<file path="src/rtl/fetch_ctrl_pkg.sv">
// fetch_ctrl_pkg: shared CPU fetch constants, FSM encoding and PC helper.
package fetch_ctrl_pkg;
  localparam logic [31:0] PC_BASE_DEF = 32'h0000_3000;
  localparam logic [31:0] ROM_BYTES_DEF = 32'h0000_8000;
  localparam int MULT_CYC_DEF = 5;
  localparam int DIV_CYC_DEF = 10;
  typedef enum logic [1:0] {RUN = 2'd0, HOLD = 2'd1, HOLD_PEND = 2'd2} fetch_state_e;
  function automatic logic [31:0] seq_pc(input logic [31:0] pc, input logic [31:0] base, input logic [31:0] size);
    return (pc + 32'd4 == base + size) ? base : pc + 32'd4;
  endfunction
endpackage

</file>
<file path="src/rtl/fetch_ctrl_if.sv">
// fetch_ctrl_if: fetch/decode/MD signals between the pipeline and fetch_ctrl.
interface fetch_ctrl_if;
  logic [31:0] pc_f;
  logic [31:0] npc;
  logic [31:0] redirect_target;
  logic redirect_valid;
  logic load_use_stall;
  logic md_start;
  logic md_is_div;
  logic md_use;
  logic freeze;
  logic md_busy;
  logic addr_err;
  modport master(
    output pc_f, redirect_valid, redirect_target, load_use_stall, md_start, md_is_div, md_use,
    input npc, freeze, md_busy, addr_err
  );
  modport slave(
    input pc_f, redirect_valid, redirect_target, load_use_stall, md_start, md_is_div, md_use,
    output npc, freeze, md_busy, addr_err
  );
endinterface

</file>
<file path="src/rtl/fetch_ctrl_md_busy_cnt.sv">
// md_busy_cnt: multiply/divide busy down-counter; starts while busy are ignored.
module md_busy_cnt import fetch_ctrl_pkg::*; #(
  parameter int MULT_CYC = MULT_CYC_DEF,
  parameter int DIV_CYC = DIV_CYC_DEF
) (
  input  logic clk,
  input  logic reset,
  input  logic i_start,
  input  logic i_is_div,
  output logic o_busy
);
  logic [3:0] r_cnt;
  always_ff @(posedge clk)
    if (reset) r_cnt <= '0;
    else if (r_cnt != 4'd0) r_cnt <= r_cnt - 4'd1;
    else if (i_start) r_cnt <= i_is_div ? 4'(DIV_CYC) : 4'(MULT_CYC);
  assign o_busy = r_cnt != 4'd0;
endmodule

</file>
<file path="src/rtl/fetch_ctrl.sv">
// fetch_ctrl: next-PC selection, fetch freeze and pending-redirect capture.
module fetch_ctrl import fetch_ctrl_pkg::*; #(
  parameter logic [31:0] PC_BASE = PC_BASE_DEF,
  parameter logic [31:0] ROM_BYTES = ROM_BYTES_DEF,
  parameter int MULT_CYC = MULT_CYC_DEF,
  parameter int DIV_CYC = DIV_CYC_DEF
) (
  input logic clk,
  input logic reset,
  fetch_ctrl_if.slave bus
);
  localparam logic [31:0] PC_END = PC_BASE + ROM_BYTES;
  fetch_state_e r_state;
  logic [31:0] r_pend_target;
  logic w_md_busy, w_freeze, w_bad, w_good;
  md_busy_cnt #(.MULT_CYC(MULT_CYC), .DIV_CYC(DIV_CYC)) u_md (
    .clk(clk),
    .reset(reset),
    .i_start(bus.md_start),
    .i_is_div(bus.md_is_div),
    .o_busy(w_md_busy)
  );
  always_comb begin
    w_bad = bus.redirect_target[1:0] != 2'd0 || bus.redirect_target < PC_BASE || bus.redirect_target >= PC_END;
    w_good = bus.redirect_valid & ~w_bad;
    w_freeze = bus.load_use_stall | (bus.md_use & (w_md_busy | bus.md_start));
  end
  // reset overrides every output combinationally, not just the registers
  assign bus.freeze = ~reset & w_freeze;
  assign bus.md_busy = ~reset & w_md_busy;
  assign bus.addr_err = ~reset & bus.redirect_valid & w_bad;
  assign bus.npc = reset ? PC_BASE :
                   w_freeze ? bus.pc_f :
                   w_good ? bus.redirect_target :
                   r_state == HOLD_PEND ? r_pend_target :
                   seq_pc(bus.pc_f, PC_BASE, ROM_BYTES);
  always_ff @(posedge clk)
    if (reset) begin
      r_state <= RUN;
      r_pend_target <= PC_BASE;
    end else if (w_freeze && w_good) begin
      r_state <= HOLD_PEND;
      r_pend_target <= bus.redirect_target;
    end else if (w_freeze) r_state <= r_state == RUN ? HOLD : r_state;
    else r_state <= RUN;
endmodule

</file>
<file path="src/flat_wrapper.sv">
// flat-port wrapper written by rule: the top's interface ports become plain ports
module fetch_ctrl_flat import fetch_ctrl_pkg::*;
#(
  parameter logic [31:0] PC_BASE = PC_BASE_DEF,
  parameter logic [31:0] ROM_BYTES = ROM_BYTES_DEF,
  parameter int MULT_CYC = MULT_CYC_DEF,
  parameter int DIV_CYC = DIV_CYC_DEF
)
  (clk, reset, bus_pc_f, bus_redirect_valid, bus_redirect_target, bus_load_use_stall, bus_md_start, bus_md_is_div, bus_md_use, bus_npc, bus_freeze, bus_md_busy, bus_addr_err);
  fetch_ctrl_if bus_i ();
  input logic clk;
  input logic reset;
  input wire logic [$bits(bus_i.pc_f)-1:0] bus_pc_f;
  input wire logic [$bits(bus_i.redirect_valid)-1:0] bus_redirect_valid;
  input wire logic [$bits(bus_i.redirect_target)-1:0] bus_redirect_target;
  input wire logic [$bits(bus_i.load_use_stall)-1:0] bus_load_use_stall;
  input wire logic [$bits(bus_i.md_start)-1:0] bus_md_start;
  input wire logic [$bits(bus_i.md_is_div)-1:0] bus_md_is_div;
  input wire logic [$bits(bus_i.md_use)-1:0] bus_md_use;
  output wire logic [$bits(bus_i.npc)-1:0] bus_npc;
  output wire logic [$bits(bus_i.freeze)-1:0] bus_freeze;
  output wire logic [$bits(bus_i.md_busy)-1:0] bus_md_busy;
  output wire logic [$bits(bus_i.addr_err)-1:0] bus_addr_err;
  assign bus_i.pc_f = bus_pc_f;
  assign bus_i.redirect_valid = bus_redirect_valid;
  assign bus_i.redirect_target = bus_redirect_target;
  assign bus_i.load_use_stall = bus_load_use_stall;
  assign bus_i.md_start = bus_md_start;
  assign bus_i.md_is_div = bus_md_is_div;
  assign bus_i.md_use = bus_md_use;
  assign bus_npc = bus_i.npc;
  assign bus_freeze = bus_i.freeze;
  assign bus_md_busy = bus_i.md_busy;
  assign bus_addr_err = bus_i.addr_err;
  fetch_ctrl #(.PC_BASE(PC_BASE), .ROM_BYTES(ROM_BYTES), .MULT_CYC(MULT_CYC), .DIV_CYC(DIV_CYC)) u_core (.clk(clk), .reset(reset), .bus(bus_i));
endmodule
</file>
<file path="config.mk">
export PLATFORM = sky130hd
export DESIGN_NAME = fetch_ctrl_flat
export DESIGN_NICKNAME = d
export VERILOG_FILES = /design/src/rtl/fetch_ctrl_pkg.sv /design/src/rtl/fetch_ctrl_if.sv /design/src/rtl/fetch_ctrl_md_busy_cnt.sv /design/src/rtl/fetch_ctrl.sv /design/src/flat_wrapper.sv
export SDC_FILE = /design/constraint.sdc
export NUM_CORES = 1
export LEC_CHECK = 0
export ABC_AREA = 1
export ABC_CLOCK_PERIOD_IN_PS = 3700
export CORE_ASPECT_RATIO = 1.4
export CORE_MARGIN = 2
export CORE_UTILIZATION = 40
export CTS_BUF_LIST = sky130_fd_sc_hd__clkbuf_8 sky130_fd_sc_hd__clkbuf_16
export CTS_CLUSTER_DIAMETER = 100
export DETAILED_ROUTE_END_ITERATION = 8
export GPL_TIMING_DRIVEN = 0
export PLACE_DENSITY = 0.71
export RECOVER_POWER = 25
export SETUP_SLACK_MARGIN = 0.4
export SYNTH_ARGS = -nofsm -noshare
export SYNTH_HDL_FRONTEND = slang
export SYNTH_SLANG_ARGS = --single-unit
export TNS_END_PERCENT = 100
</file>
<file path="constraint.sdc">
create_clock -name clk -period 3.7 [get_ports clk]
set_input_delay 0.925 -clock clk [delete_from_list [all_inputs] [get_ports clk]]
set_output_delay 0.925 -clock clk [all_outputs]
set_load 0.005 [all_outputs]
</file>
; Word level (Yosys, flattened, before mapping)
; Cells that the tools add are included.
[op_classes]
n_eq_ne = 3
mux = 11
add_sub_neg = 2
n_bitwise = 11
order_cmp = 2
n_reduce_logical = 8
[ops]
columns = operator, n
row1 = $mux W32, 5
row2 = $add A32 B3 Y32 const B, 1
row3 = $eq A32 B16 Y1 const B, 1
row4 = $ge A32 B16 Y1 const B, 1
row5 = $lt A32 B14 Y1 const B, 1
row6 = $mux W4, 3
row7 = $and A1 B1 Y1, 6
row8 = $mux W2, 3
row9 = $reduce_bool A2 Y1, 2
row10 = $reduce_bool A4 Y1, 1
row11 = $sub A4 B1 Y4 const B, 1
row12 = $ne A3 B3 Y1 const B, 1
row13 = $not A1 Y1, 3
row14 = $reduce_or A3 Y1, 1
row15 = $eq A2 B2 Y1 const B, 1
row16 = $logic_not A2 Y1, 1
row17 = $logic_or A1 B1 Y1, 2
row18 = $or A1 B1 Y1, 2
row19 = $logic_and A1 B1 Y1, 1
[word_totals]
word_cells = 41
regBits = 38
output_inout_bits = 35
inputBits = 71

; Depth between registers and ports, before layout
[logic_depth]
ltp_word = 8
ltp_mapped = 16
depth_no_buf = 16

; Hierarchy
; Synthesis repeated with hierarchy kept, for this count alone.
[unflattened]
hier_cells = 626
area_unflattened_um2 = 3590.9
[modules_own_cells]
columns = mod, seq_area_each_um2, instances, cells_each, area_each_um2
row1 = fetch_ctrl, 680.7, 1, 585, 3337.0
row2 = md_busy_cnt, 80.1, 1, 41, 254.0

; Worst setup path after synthesis
; OpenSTA, ideal clock, no wires.
[synth_timing]
path_type = input-to-output
start = input port bus_pc_f[2]
end = output port bus_npc[15]
arrival_ns = 2.228
n_path_buf = 0
required_time_ns = 2.775
path_stages = 16
setup_slack_ns = 0.547
cell_sequence = ha_1 nand3_1 nor2_2 nand2_1 inv_1 nand2_1 nand2_1 nand2_1 nor2_1 nand2_1 nor2_1 nand3_1 nand2_1 nand2_1 nand2_1 a21oi_1
[synth_between]
elab_chain_len = 7
[synth_rtl]
columns = element, line
row1 = start: declaration, flat_wrapper.sv:13  ; input wire logic [$bits(bus_i.pc_f)-1:0] bus_pc_f;
row2 = $add A32 B3 Y32 (*), fetch_ctrl_pkg.sv:9  ; return (pc + 32'd4 == base + size) ? base : pc + 32'd4;
row3 = $eq A32 B16 Y1, fetch_ctrl_pkg.sv:9
row4 = $mux W32 (*), fetch_ctrl_pkg.sv:9
row5 = $mux W32 (*), fetch_ctrl.sv:35  ; r_state == HOLD_PEND ? r_pend_target :
row6 = $mux W32 (*), fetch_ctrl.sv:34  ; w_good ? bus.redirect_target :
row7 = $mux W32 (*), fetch_ctrl.sv:33  ; w_freeze ? bus.pc_f :
row8 = $mux W32 (*), fetch_ctrl.sv:32  ; assign bus.npc = reset ? PC_BASE :
row9 = end: declaration, flat_wrapper.sv:20  ; output wire logic [$bits(bus_i.npc)-1:0] bus_npc;
; Mark *: on every way between the ends. The rest lies on a longest branch, timed or not.

; Final worst setup path
[layout_timing]
start = input port bus_pc_f[3]
end = output port bus_npc[15]
; The elaborated chain is that of the path after synthesis.

==> flow_summary.json <==
{
  "tritoncts_num_sinks": 38,
  "critical_path.startpoint_type": "input pin",
  "synth.avg_cell_area_um2": 5.56,
  "synth_top_area_cell": "sky130_fd_sc_hd__dfxtp_1",
  "place_area_mm2": 0.00459,
  "firstDrtPassIters": 9,
  "initial_utilization": 0.414,
  "critical_path.endpoint_type": "output pin",
  "netlist_top_cells_count": "sky130_fd_sc_hd__nand2_1, sky130_fd_sc_hd__o21ai_0, sky130_fd_sc_hd__nor2_1",
  "timing.critical_path.slowest_cell_delay_ns": 0.17,
  "synth.ff_latch_count": 38,
  "timing.critical_path.mode_cell": "sky130_fd_sc_hd__nand2_1",
  "crit_path_cell_trace": "buf_12 -> ha_4 -> nand3_4 -> nor2_4 -> buf_4 -> nand3b_1 -> nand2_1 -> nand2_1 -> nor2_1 -> nand3_1 -> nor2_2 -> nand3_2 -> nand2_1 -> nand2_1 -> nand2_1 -> a21oi_2 -> buf_2",
  "drv_slew": 0,
  "synth-seq-area-share": 0.223,
  "drc": 16,
  "grt_pass1_vias": 4785,
  "number_of_cells_produced_by_synthesis": 613,
  "period_minus_slack_ns": 3.77,
  "synth.most_common_cell": "sky130_fd_sc_hd__nand2_1",
  "row_count": 39,
  "critical_path_required_ns": 2.77,
  "timing_worst_slew_pin_value_ns": 0.852,
  "fin_total_pwr_mw": 1.54,
  "gr-total-overflow": 0,
  "seqPwrFrac": 0.287,
  "port_buffers": 105,
  "p_per_area_mw_per_mm2": 260,
  "share_comb_of_total_power": 0.435,
  "synthesis.area_mm2": 0.00341,
  "place_worst_setup_slack_ns": -0.995,
  "route.antenna.remaining_nets": 0,
  "wire_per_inst_um": 18.2,
  "grt_start_max_net_pins": 13,
  "worstPathBufferInverterCount": 3,
  "clkPwrFrac": 0.278,
  "yosys_warnings": 0,
  "clkTransAtPathRegs_ns": 0.06,
  "final_layout_size_suffix_gt1_frac": 0.407,
  "cts_tree": "done",
  "rsz_0062_raised_after_global_routing": "yes",
  "dp_hpwl_um": 10300,
  "net_switching_power_figure_mw": 0.536,
  "h-tree-depth": 2,
  "finalWorstSetupSlack_ns": -0.0703,
  "initialDrtViolationCount": 400,
  "synth_nets": 687,
  "netlist_top_cells_area": "sky130_fd_sc_hd__dfxtp_1, sky130_fd_sc_hd__nand2_1, sky130_fd_sc_hd__o21ai_0, sky130_fd_sc_hd__nor2_1, sky130_fd_sc_hd__inv_1",
  "dieWidth_um": 82.0,
  "max_freq_mhz": 265,
  "internal_power_mw": 1.01,
  "number_of_distinct_library_cell_variants_in_the_gate_level_netlist_after_synthesis": 36,
  "root_buf_cell": "sky130_fd_sc_hd__clkbuf_16",
  "insertedDiodeCount": 0,
  "cp_max_fo": 4,
  "worst-endpoint-arrival_ns": 2.85,
  "violations": "DRC, setup timing",
  "worst_skew_pair.late_latency_ns": 0.28,
  "die_ht_um": 113,
  "io_pins": 106,
  "grt_first_pass_wirelength_um": 23100,
  "place_inst": 820,
  "worst_path_dominant_cell_family": "simple AND/OR/NAND/NOR gates",
  "leakagePower_nw": 2.88,
  "flow.area_growth_from_synthesis_pct": 74.2,
  "async_set_or_reset_register_ratio_after_synthesis": 0,
  "gpl.final_weighted_congestion": 1.01,
  "synth_top_area_share": 0.223,
  "core_area_mm2": 0.00825,
  "layoutNonFillerInstCount": 896,
  "holdWs_ns": 0.447,
  "worstHoldPathType": "register to register",
  "post_drt_via_cell_ratio": 5.76,
  "post_cts_hold_buffer_count": 0,
  "peakVddDrop_uv": 235,
  "yosys_most_used_dff": "sky130_fd_sc_hd__dfxtp_1",
  "clockBufferDepth": 2,
  "critical_path.slowest_cell": "sky130_fd_sc_hd__ha_4",
  "timing.slew.headroom": 0.432,
  "min_period_over_period": 1.02,
  "fin_area_mm2": 0.00594,
  "detailroute.via_count": 5163,
  "finalHoldViolCount": 0,
  "drt-total-wl_um": 16300,
  "grt_antenna_before_repair": 0,
  "synth_edf_count": 0,
  "fin_skew_ns": 0.00526,
  "run_status": "complete, but fails checks",
  "floorplan.die_area_mm2": 0.00929,
  "drv.max_cap_violation_count": 0,
  "setup_viols_final": 2,
  "gr-usage-all-layers": 0.322,
  "swShare": 0.347,
  "tritoncts.num_buffers": 5,
  "nets": 867,
  "worstSetupPathType": "input pin to output pin"
}
## cells in the final DEF (no fill, tap or decap), types with 4 or more instances in the layout
cell type / n
sky130_fd_sc_hd__inv_2: 9
sky130_fd_sc_hd__a21oi_1: 16
sky130_fd_sc_hd__nand2_1: 119
sky130_fd_sc_hd__buf_4: 47
sky130_fd_sc_hd__nor2_2: 14
sky130_fd_sc_hd__nand3_1: 40
sky130_fd_sc_hd__buf_8: 6
sky130_fd_sc_hd__nor2_4: 25
sky130_fd_sc_hd__buf_6: 28
sky130_fd_sc_hd__buf_2: 43
sky130_fd_sc_hd__nand3b_1: 11
sky130_fd_sc_hd__clkdlybuf4s50_1: 17
sky130_fd_sc_hd__inv_1: 66
sky130_fd_sc_hd__dfxtp_1: 38
sky130_fd_sc_hd__o211ai_1: 4
sky130_fd_sc_hd__nor2_1: 49
sky130_fd_sc_hd__clkbuf_2: 12
sky130_fd_sc_hd__a31oi_1: 8
sky130_fd_sc_hd__dlygate4sd2_1: 7
sky130_fd_sc_hd__o21ai_1: 22
sky130_fd_sc_hd__o21ai_0: 41
sky130_fd_sc_hd__clkbuf_4: 9
sky130_fd_sc_hd__nand3_2: 8
sky130_fd_sc_hd__clkbuf_16: 5
sky130_fd_sc_hd__nand2_4: 20
sky130_fd_sc_hd__nand2_2: 34
sky130_fd_sc_hd__dlymetal6s2s_1: 4
sky130_fd_sc_hd__a21oi_2: 6
sky130_fd_sc_hd__buf_12: 5
sky130_fd_sc_hd__o21ai_2: 20
sky130_fd_sc_hd__clkbuf_1: 10
sky130_fd_sc_hd__clkbuf_8: 7
## per-layer routing
layer / global-route usage / up-vias / part of all wire
met3: 0.0582 / 106 / 0.096
met2: 0.536 / 372 / 0.49
met5: 0 / - / 0
met1: 0.358 / 2337 / 0.34
met4: 0.233 / 0 / 0.079
li1: - / 2348 / -
## tightest hold or removal path: stages, from the launching register on
cell	delay, ns
sky130_fd_sc_hd__dfxtp_1	0.30
sky130_fd_sc_hd__inv_1	0.05
sky130_fd_sc_hd__a21oi_1	0.05
## cell type report
type | instances | area, um^2
Buffer | 27 | 221
Clock buffer | 6 | 139
Clock inverter | 2 | 12.5
Fill cell | 670 | 2300
Inverter | 77 | 305
Multi-Input combinational cell | 472 | 2930
Sequential cell | 38 | 761
Tap cell | 102 | 128
Timing Repair Buffer | 172 | 1450
## repair_timing
item,4_1_cts,5_1_grt
pin swaps,72,64
buffers inserted,47,16
endpoints found under the setup margin,35,35
gates resized for setup,486,162
gates cloned,5,0
## path summary, 6_finish.rpt
| check | from | end | slack [ns] | cells past startpoint |
|---|---|---|---|---|
| hold / removal | u_core.r_pend_target[6] | u_core.r_pend_target[6] | 0.45 | 2 |
| setup / recovery | bus_pc_f[3] | bus_npc[15] | -0.07 | 17 |
| setup reg to reg | u_core.u_md.r_cnt[1] | u_core.r_pend_target[18] | 1.04 | 16 |
| hold reg to reg | u_core.r_pend_target[6] | u_core.r_pend_target[6] | 0.45 | 2 |
## state kept, by name (all words and copies together) (netlist names)
signal,cells
u_core.u_md.r_cnt,4
u_core.r_state,2
u_core.r_pend_target,32
## stage by stage
stage | setup TNS [ns] | util
after CTS | 0 | 0.660
final | -0.0770 | 0.721
after global placement | -21.94 | 0.557
after detailed placement | -21.70 | 0.557
after floorplan | 0 | -
after global routing | -0.231 | 0.721
## logic make-up (layout without fill, tap and decap cells)
logic type                 Yosys count  in the layout  synth area share
and+or+nand+nor                    334            335             0.428
AOI/OAI and AO/OA                  129            129             0.204
buffers and inverters              104            284             0.121
DFF                                 38             38             0.223
xor gates and xnor gates             5              5            0.0128
adders and majority gates            3              3            0.0110
## power groups by stage
stage | Combinational [mW] | Sequential, mW | Clock, mW
floorplan | 0.251 | 0.444 | 0
global placement | 0.484 | 0.445 | 0
detailed placement | 0.494 | 0.446 | 0
CTS | 0.583 | 0.439 | 0.434
global route | 0.726 | 0.443 | 0.454
finish | 0.672 | 0.443 | 0.429
No activity file was read; power rests on OpenSTA's default activity.
